### src/rtl/i2c_init_seq.sv
// i2c_init_seq: walks a codec configuration table and programs each word through an I2C driver's local bus.
// Define I2C_INIT_SEQ_RETRY_EN to retry a NACKed entry up to P_MAX_RETRY times before flagging err_oh.
module i2c_init_seq #(
    parameter int         P_NUM_ENTRIES  = 11,
    parameter logic [7:0] P_DEV_ADDR     = 8'h34,
    parameter logic [7:0] P_CLK_DIV      = 8'd125,
    parameter logic [7:0] P_STATUS_ADDR  = 8'h00,
    parameter logic [7:0] P_ADDR_ADDR    = 8'h01,
    parameter logic [7:0] P_DATA_ADDR    = 8'h02,
    parameter logic [7:0] P_CLK_DIV_ADDR = 8'h03,
    parameter int         P_MAX_RETRY    = 3
) (
    input  logic        clk_ir,
    input  logic        rst_il,
    input  logic        start_ih,
    output logic [7:0]  tbl_addr_od,
    input  logic [15:0] tbl_data_ih,
    output logic        lb_rd_en_od,
    output logic        lb_wr_en_od,
    output logic [7:0]  lb_addr_od,
    output logic [15:0] lb_wr_data_od,
    input  logic        lb_rd_valid_ih,
    input  logic [15:0] lb_rd_data_ih,
    output logic        busy_oh,
    output logic        done_oh,
    output logic        err_oh
);
    typedef enum logic [3:0] {IDLE, CFG, FETCH, WR_ADDR, WR_DATA, TRIG, GAP, POLL, WAIT, NEXT, FIN} state_t;
    state_t      state;
    logic [1:0]  gap_cnt;
    logic [15:0] word;
    logic        unused_bits;
`ifdef I2C_INIT_SEQ_RETRY_EN
    logic [7:0]  retry_cnt;
`endif
    assign unused_bits = ^{lb_rd_data_ih[15:2], P_MAX_RETRY};
    // Bus strobes are set on entry to the state that owns them, so they are high exactly while in it.
    always_ff @(posedge clk_ir or negedge rst_il) begin
        if (!rst_il) begin
            state         <= IDLE;
            gap_cnt       <= '0;
            word          <= '0;
            tbl_addr_od   <= '0;
            lb_rd_en_od   <= 1'b0;
            lb_wr_en_od   <= 1'b0;
            lb_addr_od    <= '0;
            lb_wr_data_od <= '0;
            busy_oh       <= 1'b0;
            done_oh       <= 1'b0;
            err_oh        <= 1'b0;
`ifdef I2C_INIT_SEQ_RETRY_EN
            retry_cnt     <= '0;
`endif
        end else begin
            lb_wr_en_od <= 1'b0;
            lb_rd_en_od <= 1'b0;
            done_oh     <= 1'b0;
            case (state)
                IDLE: if (start_ih) begin
                    state         <= CFG;
                    busy_oh       <= 1'b1;
                    err_oh        <= 1'b0;
                    tbl_addr_od   <= '0;
                    lb_wr_en_od   <= 1'b1;
                    lb_addr_od    <= P_CLK_DIV_ADDR;
                    lb_wr_data_od <= {8'h00, P_CLK_DIV};
                end
                CFG: state <= FETCH;
                FETCH: begin
                    word          <= tbl_data_ih;
                    state         <= WR_ADDR;
                    lb_wr_en_od   <= 1'b1;
                    lb_addr_od    <= P_ADDR_ADDR;
                    lb_wr_data_od <= {8'h00, P_DEV_ADDR};
                end
                WR_ADDR: begin
                    state         <= WR_DATA;
                    lb_wr_en_od   <= 1'b1;
                    lb_addr_od    <= P_DATA_ADDR;
                    lb_wr_data_od <= word;
                end
                WR_DATA: begin
                    state         <= TRIG;
                    lb_wr_en_od   <= 1'b1;
                    lb_addr_od    <= P_STATUS_ADDR;
                    lb_wr_data_od <= 16'h0000;
                end
                TRIG: state <= GAP;
                GAP: begin
                    gap_cnt <= gap_cnt + 2'd1;
                    if (gap_cnt == 2'd3) begin
                        state       <= POLL;
                        lb_rd_en_od <= 1'b1;
                        lb_addr_od  <= P_STATUS_ADDR;
                    end
                end
                POLL: state <= WAIT;
                WAIT: if (lb_rd_valid_ih) begin
                    if (lb_rd_data_ih[0])
                        state <= GAP;
                    else if (!lb_rd_data_ih[1])
                        state <= NEXT;
`ifdef I2C_INIT_SEQ_RETRY_EN
                    else if (retry_cnt < 8'(P_MAX_RETRY)) begin
                        retry_cnt     <= retry_cnt + 8'd1;
                        state         <= WR_ADDR;
                        lb_wr_en_od   <= 1'b1;
                        lb_addr_od    <= P_ADDR_ADDR;
                        lb_wr_data_od <= {8'h00, P_DEV_ADDR};
                    end
`endif
                    else begin
                        err_oh  <= 1'b1;
                        done_oh <= 1'b1;
                        state   <= FIN;
                    end
                end
                NEXT: begin
`ifdef I2C_INIT_SEQ_RETRY_EN
                    retry_cnt <= '0;
`endif
                    if (tbl_addr_od == 8'(P_NUM_ENTRIES - 1)) begin
                        done_oh <= 1'b1;
                        state   <= FIN;
                    end else begin
                        tbl_addr_od <= tbl_addr_od + 8'd1;
                        state       <= FETCH;
                    end
                end
                FIN: begin
                    busy_oh <= 1'b0;
                    state   <= IDLE;
                end
                default: state <= IDLE;
            endcase
        end
    end
endmodule
### config.mk
export PLATFORM = sky130hd
export DESIGN_NAME = i2c_init_seq
export DESIGN_NICKNAME = d
export VERILOG_FILES = /design/src/rtl/i2c_init_seq.sv
export SDC_FILE = /design/constraint.sdc
export NUM_CORES = 1
export LEC_CHECK = 0
export CAP_MARGIN = 20
export CORE_MARGIN = 2
export CORE_UTILIZATION = 50
export DETAILED_ROUTE_END_ITERATION = 10
export GPL_TIMING_DRIVEN = 0
export PLACE_DENSITY = 0.84
export SLEW_MARGIN = 25
export SYNTH_ARGS = -nofsm -noshare
export SYNTH_HDL_FRONTEND = slang
export SYNTH_SLANG_ARGS = --single-unit
### constraint.sdc
create_clock -name clk_ir -period 3.3 [get_ports clk_ir]
set_input_delay 0.99 -clock clk_ir [delete_from_list [all_inputs] [get_ports clk_ir]]
set_output_delay 0.99 -clock clk_ir [all_outputs]
set_load 0.1 [all_outputs]
==> run metrics <==
run status finished, final reports clean; number of gates resized after CTS 0; # IOs 73; GRT Resource Usage Total 19.77%; top_reg_cell synth dfrtp_1; Final ANT Viol Nets 0; hpwl dp 3.509 mm; worst-path fanout max 8; number of buffers inserted for hold repair after clock tree synthesis 0; class of the most critical setup path flip-flop to output port; Die ar. 5449 um2; hold path cells 1; share of post-route cells with drive strength above 1 13.00%; min cycle time layout 2.958 ns; capturing element type of the critical path output port; total count of max-transition violations in the final report 0; hold path start gap_cnt[0]; worst reg-to-reg setup slack 1.40 ns; endpoint of the worst hold path gap_cnt[0]; required time reported for the critical path endpoint 2.31 ns; end of the worst register-to-register path word[14]; clock latency of the later-clocked register in the worst-skew pair 0.31 ns; DRT Wirelength 4.939 mm; xor-xnor portion of the synthesized cell area 1.437%; final hold violation count 0; post-route DRC violation count 0; arrival time of the worst setup path 1.97 ns; final-stage net count 315; CTS buffer count 5; MaxCap Viol Count 0; synthesis-stage register bit count 53; fraction of synthesized area in multiplexers 9.497%; largest family of logic cells by synthesized area compound AO/OA/AOI/OAI gates; dominant delay contributor by cell family on the critical path buffers and inverters; post-CTS setup-driven buffer insertion count 0; path depth of the worst reg2reg path 5; Buffers & Inverters on Critical Path 1; Floorplan Core Area 4723 um2; via count of the routed design 1835; cell count after synthesis 212; share of the clock period used by the worst path 89.64%; buffers from clock root to sink, at most 2; Detailed Routing Iterations Pass 1 4; adder and majority gate portion of the synthesized area 1.540%; non-filler instance count after layout 344; Vias/cell 5.334; Area after DPL 3058 um2; number of different library cells in the post-synthesis netlist 49; largest stage delay on the critical path 1.18 ns; TritonCTS clock tree built; Critical Path Start Type flip-flop; number of DRC violations after detailed-routing iteration 0 108; source of the worst register-to-register timing path state[2]; port bufs 52; # rows 25; first-pass GRT wire length 8.086 mm; fmax 0.3380 GHz; most frequent cells in the layout dfrtp_1, clkdlybuf4s50_1, nand2_1, mux2_1; vias in the first global route 1699; Die W 73.82 um; RSZ-0062 raised after global routing false; effective utilization at floorplan 51.60%; class of the worst hold path flip-flop to flip-flop; maximum level of the CTS H-tree 2; number of enable flip-flop cells after synthesis 0; initial antenna violation count 0; transition at the pin with the smallest max-transition slack 0.9912 ns; clock root buffer clkbuf_8; height of the chip 73.82 um; clock tree skew after final layout 0.004815 ns; Post-Synthesis Cell Area 2437 um2; post-route cell area 3146 um2; final antenna diode count 0; # clock sinks 53; RD Place Congestion 0.8476; count of yosys warnings during synthesis 0; cell at the slowest stage of the critical path clkdlybuf4s50_1; fraction of registers with async set/reset 100.0%; post-synthesis compound-gate area fraction 13.76%; Max transition margin 33.71%; cell chain of the critical path clkdlybuf4s50_1; clock-pin slew reported for the worst setup and hold paths after clock tree synthesis 0.09 ns; final setup violation count 0; commonest non-fill, non-tap cell in the layout dfrtp_1; pin count of the biggest net entering global routing 54; residual overflow from global routing 0; relative area change from synthesis to final layout 29.06%; DP Cell Count 336; syn avg cell area 11.50 um2; wire length per cell after detailed routing 14.36 um; synthesized-area fraction occupied by and/or/nand/nor cells 13.45%; sequential-to-total area share from yosys stat 54.41%
-- worst reg2reg max path, stage by stage (launching register included) --
cell and delay, ns:
dfrtp_1 0.40, buf_2 0.18, nand2b_1 0.25, nor3_4 0.35, buf_4 0.28, mux2_1 0.34
-- metrics by stage --
| stage | TNS (ns) | hold slack, ns | setup slack, ns | util [%] |
|---|---|---|---|---|
| 2_1_floorplan | 0 | 0.4517 | 0.9056 | - |
| 3_3_place_gp | -15.23 | 0.4636 | -0.2900 | 64.79 |
| 3_5_place_dp | 0 | 0.4716 | 0.3786 | 64.74 |
| 4_1_cts | 0 | 0.4879 | 0.3323 | 66.60 |
| 5_1_grt | 0 | 0.5094 | 0.2737 | 66.60 |
| 6_report | 0 | 0.4874 | 0.3418 | 66.60 |
-- cells by family after synthesis --
logic type                 after synthesis
DFF                                     53
xor gates and xnor gates                 4
muxes                                   21
adders and majority gates                3
other                                    1
AOI/OAI and AO/OA                       46
buffers and inverters                   25
and+or+nand+nor                         59
-- registers in the layout, indices dropped and copies added, names as in the netlist, 2 cells and up --
signal         flops
lb_wr_data_od     16
word              16
tbl_addr_od        8
state              4
gap_cnt            2
lb_addr_od         2
-- per-layer routing --
| metal | GRT usage, % | share of wire, % |
|---|---|---|
| met1 | 27.94 | 45 |
| met2 | 29.96 | 49 |
| met3 | 4.252 | 4.9 |
| met4 | 7.273 | 1.6 |
| met5 | 0 | 0 |
-- how the worst max path moves through the flow --
stage,from,endpoint,slack (ns),depth (start not counted)
2_1_floorplan,tbl_addr_od[1],tbl_addr_od[2],0.91,5
3_3_place_gp,rst_il,gap_cnt[1],-0.29,1
3_5_place_dp,start_ih,lb_wr_data_od[8],0.38,6
4_1_cts,tbl_addr_od[2],tbl_addr_od[2],0.33,1
5_1_grt,tbl_addr_od[2],tbl_addr_od[2],0.27,1
6_report,tbl_addr_od[2],tbl_addr_od[2],0.34,1
-- layout make-up --
class	instances	area [um2]
multi-input cells	139	989.7
plain buffers	18	113.9
clock buffers	6	72.57
well taps	67	83.83
inverters	7	26.28
fillers	371	1578
repair buffers	52	518.0
flip-flops and latches	53	1326
clock inverters	2	15.01
-- synth_stat cells (2+ instances only) --
master / number / area [um2]
clkbuf_1: 3 / 11.26
xnor2_1: 2 / 17.52
nor4_1: 2 / 12.51
nand2_1: 20 / 75.07
mux2_1: 11 / 123.9
inv_1: 6 / 22.52
nor2b_1: 3 / 18.77
mux2_2: 6 / 67.56
o22ai_1: 4 / 25.02
ha_1: 3 / 37.54
xor2_1: 2 / 17.52
dfrtp_1: 53 / 1326
or3_1: 2 / 12.51
nand3_1: 2 / 10.01
a31oi_1: 2 / 12.51
o21ai_0: 9 / 45.04
nand4_1: 3 / 18.77
a21oi_1: 5 / 25.02
and3_1: 3 / 18.77
a2bb2oi_1: 5 / 43.79
o21ai_1: 3 / 15.01
a22o_1: 10 / 87.58
mux2i_1: 4 / 40.04
buf_4: 9 / 67.56
nand2b_1: 4 / 25.02
buf_2: 4 / 20.02
nor2_1: 10 / 37.54
Power is not shown: default switching activity piles up to over one toggle a cycle in this logic, so the estimate is an artifact.
==> patch 1 (config.mk and constraints unchanged) <==
Make the reset (`rst_il`) synchronous in one clocked block.
--- a/src/rtl/i2c_init_seq.sv
+++ b/src/rtl/i2c_init_seq.sv
@@ -36,5 +36,5 @@
     assign unused_bits = ^{lb_rd_data_ih[15:2], P_MAX_RETRY};
     // Bus strobes are set on entry to the state that owns them, so they are high exactly while in it.
-    always_ff @(posedge clk_ir or negedge rst_il) begin
+    always_ff @(posedge clk_ir) begin
         if (!rst_il) begin
             state         <= IDLE;
Check against the original RTL: differs if rst_il is asserted again (counterexample within 4 cycles, from zero or initial values and one cycle with rst_il low); with rst_il held inactive, the same outputs for 10 cycles.
==> patch 1 against the original RTL <==
  * Cell area is 4.9% lower
  * Critical path depth stayed put
  * Sequential cell count stayed put
  * Setup slack better by 0.0065 ns
  * Synthesized area is 5.9% lower
  * Wire length is 5.0% higher
  * Via count is 12% higher
==> patch 1: results (changes against the original RTL) <==
stage,metric,value,unit,change
run_status,status,"finished, final reports clean",,unchanged
layout,fillerInstances,375,,was 371
logic_synthesis,synth.largest_area_cell,dfxtp_1,,was dfrtp_1
grt,antenna_found_initial,0,,unchanged
clock_tree,clock_path_buffers,2,,unchanged
clock_tree,clk_pin_slew,0.09,ns,about the same
setup_path,crit_family,buffers and inverters,,unchanged
setup_path,critPathSlowestCell,clkdlybuf4s50_1,,unchanged
clock_tree,numCtsBuffers,5,,unchanged
timing,finClkSkew,0.0100,ns,was 0.00482 ns
placement,postPlaceCellArea,2900,um^2,was 3060 um^2
placement,place.detailed.hpwl,3790,um,was 3510 um
clock_tree,cts-root-buf,clkbuf_8,,unchanged
detailed_routing,dr.pass1.iters,4,,unchanged
grt,grt_pass1_vias,1919,,"was 1,699"
worst_hold_path,min_path_type,flip-flop to flip-flop,,unchanged
clock_tree,clk_latency,0.31,ns,about the same
logic_synthesis,async_flop_share,0,,was 1.00
logic_synthesis,ys_seq_area_frac,0.462,,was 0.544
logic_synthesis,synth.area.top_cells,"dfxtp_1 (46%), nand2_1 (7.4%), a21oi_1 (5.0%)",,"was dfrtp_1 (54%), mux2_1 (5.1%), a22o_1 (3.6%)"
pwr,power.internal,1.03,mW,
grt,grt_max_degree,17,,was 54
logic_synthesis,synth-warning-count,0,,unchanged
layout,top_regs,"lb_wr_data_od (16), word (16), tbl_addr_od (8)",,unchanged
logic_synthesis,synth_cell_types,50,,was 49
placement,gp_congestion,0.847,,was 0.848
placement,dp_slack,0.561,ns,was 0.379 ns
pwr,leakage,1.08,nW,
layout,drive_gt1_frac,0.0923,,was 0.130
layout,fin_nets,363,,was 315
grt,grt_pass1_wl,8650,um,was 8090 um
setup_path,path_max_fanout,7,,was 8
detailed_routing,vias,2049,,"was 1,835"
timing,worst_pin_slew,0.999,ns,was 0.991 ns
layout,n_antenna_cell,0,,unchanged
logic_synthesis,synthTopCellsByCount,"dfxtp_1 (53), nand2_1 (45), a21oi_1 (23), nor2_1 (19), a22o_1 (10)",,"was dfrtp_1 (53), nand2_1 (20), mux2_1 (11), a22o_1 (10), nor2_1 (10)"
pwr,vdd_drop_max,0.252,mV,
detailed_routing,drt_iter0_drc,157,,was 108
setup_path,crit_arrival,1.96,ns,
clock_tree,cts_resized,0,,unchanged
grt,grtUsageTotal,0.214,,was 0.198
detailed_routing,drt_wl_total,5190,um,was 4940 um
setup_path,critPathMaxStageDelay,1.18,ns,about the same
patch 1: cell types whose count changed after synthesis, moves of 4 or more:
cell and delta:
a21oi_1 +18, a2bb2oi_1 -4, clkbuf_1 +4, dfrtp_1 -53
dfxtp_1 +53, mux2_1 -11, mux2_2 -6, nand2_1 +25
nor2_1 +9, nor3_1 +8, o21ai_0 -6
patch 1: worst paths after layout:
path / startpoint / endpoint / slack, ns / cells past startpoint
worst max-delay path: tbl_addr_od[2] / tbl_addr_od[2] / 0.35 / 1
worst min-delay path: err_oh / err_oh / 0.46 / 2
worst max register to register: state[2] / lb_wr_data_od[9] / 1.43 / 5
worst min register to register: err_oh / err_oh / 0.46 / 2
patch 1: worst register-to-register path: stages (launching register included):
cell      delay, ns
dfxtp_1        0.37
clkbuf_1       0.31
o21bai_1       0.13
a21oi_1        0.38
nor2_1         0.28
a22o_1         0.31
patch 1: cell type report:
type,count,area (um^2),share of cell area
clock inverter,2,15.0,0.00502
multi-input combinational,185,1110,0.373
sequential,53,1060,0.355
tap,52,65.1,0.0217
buffer,21,120,0.0402
inverter,6,22.5,0.00753
clock buffer,6,72.6,0.0243
timing repair buffer,52,520,0.174
patch 1: metal layers:
| layer | routed length (um) | track usage | share of wire | vias to the layer above |
|---|---|---|---|---|
| li1 | - | - | - | 1027 |
| met1 | 2290 | 0.270 | 0.44 | 950 |
| met2 | 2440 | 0.341 | 0.47 | 66 |
| met3 | 388 | 0.0661 | 0.075 | 6 |
| met4 | 68 | 0.0881 | 0.013 | 0 |
| met5 | 0 | 0 | 0 | - |
patch 1: kinds of logic after synthesis:
group / share of synthesized area
AO/OA/AOI/OAI: 0.195
XOR/XNOR: 0.0305
adder cells (fa/ha/maj): 0.0164
buffers and inverters: 0.0622
flip-flops: 0.462
multiplexers: 0.0131
other: 0.00163
AND/OR/NAND/NOR: 0.219
patch 1: power groups by stage:
stage               sequential (mW)  clock (mW)  combinational, mW
detailed placement            0.742           0              0.616
floorplan                     0.956           0              0.255
CTS                           0.727       0.370              0.619
global placement              0.740           0              0.608
global route                  0.734       0.398              0.657
finish                        0.726       0.365              0.618
patch 1: per-stage QoR:
step,power (mW),cells
final,1.71,377
after global routing,1.79,377
after CTS,1.72,377
after detailed placement,1.36,369
after global placement,1.35,369
after floorplan,1.21,265
==> patch 2 (same settings) <==
Without the edit above. The option `I2C_INIT_SEQ_RETRY_EN` is turned on by a define.
--- a/src/rtl/i2c_init_seq.sv
+++ b/src/rtl/i2c_init_seq.sv
@@ -1,4 +1,6 @@
 // i2c_init_seq: walks a codec configuration table and programs each word through an I2C driver's local bus.
 // Define I2C_INIT_SEQ_RETRY_EN to retry a NACKed entry up to P_MAX_RETRY times before flagging err_oh.
+`define I2C_INIT_SEQ_RETRY_EN
+
 module i2c_init_seq #(
     parameter int         P_NUM_ENTRIES  = 11,
Behaviour: no difference found for any inputs over 10 cycles, from zero or initial values and one cycle with rst_il low; that may be too few to reach the edited logic, so the function may still have changed.
==> patch 2 against the original RTL <==
  * Die area grew 15%
  * Wire length grew 16%
  * Synthesized area grew 16%
  * Setup slack gained 0.025 ns
  * Sequential share of layout area shrank 0.50 points
  * Cell area grew 16%
  * Sequential cell count grew 8
  * Fmax grew 0.87%
  * Worst hold slack lost 0.0058 ns
  * Largest cell class unchanged
  * Highest routed layer unchanged
==> patch 2: results (changes against the original RTL) <==
stage,metric,value,unit,change
setup_path,path_max_fanout,7,,was 8
setup_path,crit_arrival,1.94,ns,was 1.97 ns
worst_hold_path,min_path_type,input port to asynchronous set/reset pin,,was flip-flop to flip-flop
layout,fin_nets,356,,was 315
setup_path,ff2ff_path_depth,4,,was 5
detailed_routing,drt_iter0_drc,99,,was 108
placement,dpl.cell_count,377,,was 336
grt,grtUsageTotal,0.206,,was 0.198
run_status,status,"finished, final reports clean",,unchanged
grt,antenna_found_initial,0,,unchanged
logic_synthesis,synth.area.top_cells,"dfrtp_1 (54%), mux2_2 (6.4%), a22o_1 (3.1%)",,"was dfrtp_1 (54%), mux2_1 (5.1%), a22o_1 (3.6%)"
clock_tree,numCtsBuffers,9,,was 5
placement,place.detailed.hpwl,4080,um,was 3510 um
grt,grt_pass1_wl,9820,um,was 8090 um
clock_tree,clk_pin_slew,0.07,ns,was 0.09 ns
logic_synthesis,synth.avg_cell_area,11.5,um^2,about the same
detailed_routing,vias,2091,,"was 1,835"
grt,grt_max_degree,52,,was 54
placement,gp_congestion,0.881,,was 0.848
timing,finClkSkew,0.00781,ns,was 0.00482 ns
setup_path,r2r-end,word[10],,was word[14]
clock_tree,clk_latency,0.34,ns,was 0.31 ns
clock_tree,cts.htree.levels,3,,was 2
logic_synthesis,synth_cell_types,55,,was 49
setup_path,rrSetupSlack,1.38,ns,was 1.40 ns
detailed_routing,viasPerCell,5.33,,about the same
layout,n_antenna_cell,0,,unchanged
detailed_routing,wl_per_cell,14.7,um,was 14.4 um
logic_synthesis,synthTopCellsByCount,"dfrtp_1 (61), mux2_2 (16), nor2_1 (15), inv_1 (14), nand2_1 (13)",,"was dfrtp_1 (53), nand2_1 (20), mux2_1 (11), a22o_1 (10), nor2_1 (10)"
setup_path,regToRegStartpoint,state[1],,was state[2]
layout,top_regs,"lb_wr_data_od (16), word (16)",,"was lb_wr_data_od (16), word (16), tbl_addr_od (8)"
timing,slew_headroom,0.338,,was 0.337
logic_synthesis,ys_seq_area_frac,0.539,,was 0.544
==> patch 2: report_power, final <==
group / switching (mW) / internal [mW]
sequential: 0.151 / 0.989
clock: 0.280 / 0.309
combinational: 1.25 / 0.642
total: 1.68 / 1.94
==> patch 2: how the worst max path moves through the flow <==
stage,from,end,slack [ns],cells after the start
2_1_floorplan,lb_rd_data_ih[0],lb_wr_data_od[14],1.21,6
3_3_place_gp,rst_il,tbl_addr_od[1],-0.60,1
3_5_place_dp,lb_rd_data_ih[0],lb_wr_data_od[14],0.55,7
4_1_cts,tbl_addr_od[5],tbl_addr_od[5],0.35,1
5_1_grt,tbl_addr_od[2],tbl_addr_od[2],0.29,1
6_report,tbl_addr_od[0],tbl_addr_od[0],0.37,1
==> patch 2: kinds of logic (layout without fill, tap and decap cells) <==
| kind of cell | count (synthesis) | count (layout) | share of synthesized area |
|---|---|---|---|
| and+or+nand+nor | 70 | 70 | 0.150 |
| buffers and inverters | 32 | 100 | 0.0614 |
| xor gates and xnor gates | 5 | 5 | 0.0155 |
| adders and majority gates | 4 | 4 | 0.0177 |
| muxes | 23 | 23 | 0.0892 |
| AOI/OAI and AO/OA | 51 | 51 | 0.126 |
| other | 1 | 6 | 0.00132 |
| DFF | 61 | 61 | 0.539 |
==> patch 2: layout make-up <==
cell class | instances | area, um^2
timing repair buffer | 53 | 546
buffer | 18 | 121
inverter | 14 | 52.6
fill | 442 | 1810
sequential | 61 | 1530
clock buffer | 12 | 155
tap | 72 | 90.1
multi-input combinational | 159 | 1150
clock inverter | 3 | 21.3
==> patch 2: layer usage <==
layer,GRT usage,share of wire,wire (um),up-vias
met3,0.0432,0.045,260,12
li1,-,-,-,1003
met4,0.103,0.025,143,0
met1,0.273,0.43,2480,1013
met2,0.321,0.50,2870,63
met5,0,0,0,-
==> patch 2: stage by stage <==
step                utilization  hold WS (ns)  setup TNS, ns  setup WS (ns)  area [um^2]
finish                    0.669         0.482              0          0.367         3660
global route              0.669         0.476              0          0.295         3660
CTS                       0.669         0.475              0          0.351         3660
detailed placement        0.637         0.476              0          0.548         3490
global placement          0.633         0.466         -36.25         -0.599         3460
floorplan                     -         0.453              0           1.21         2850
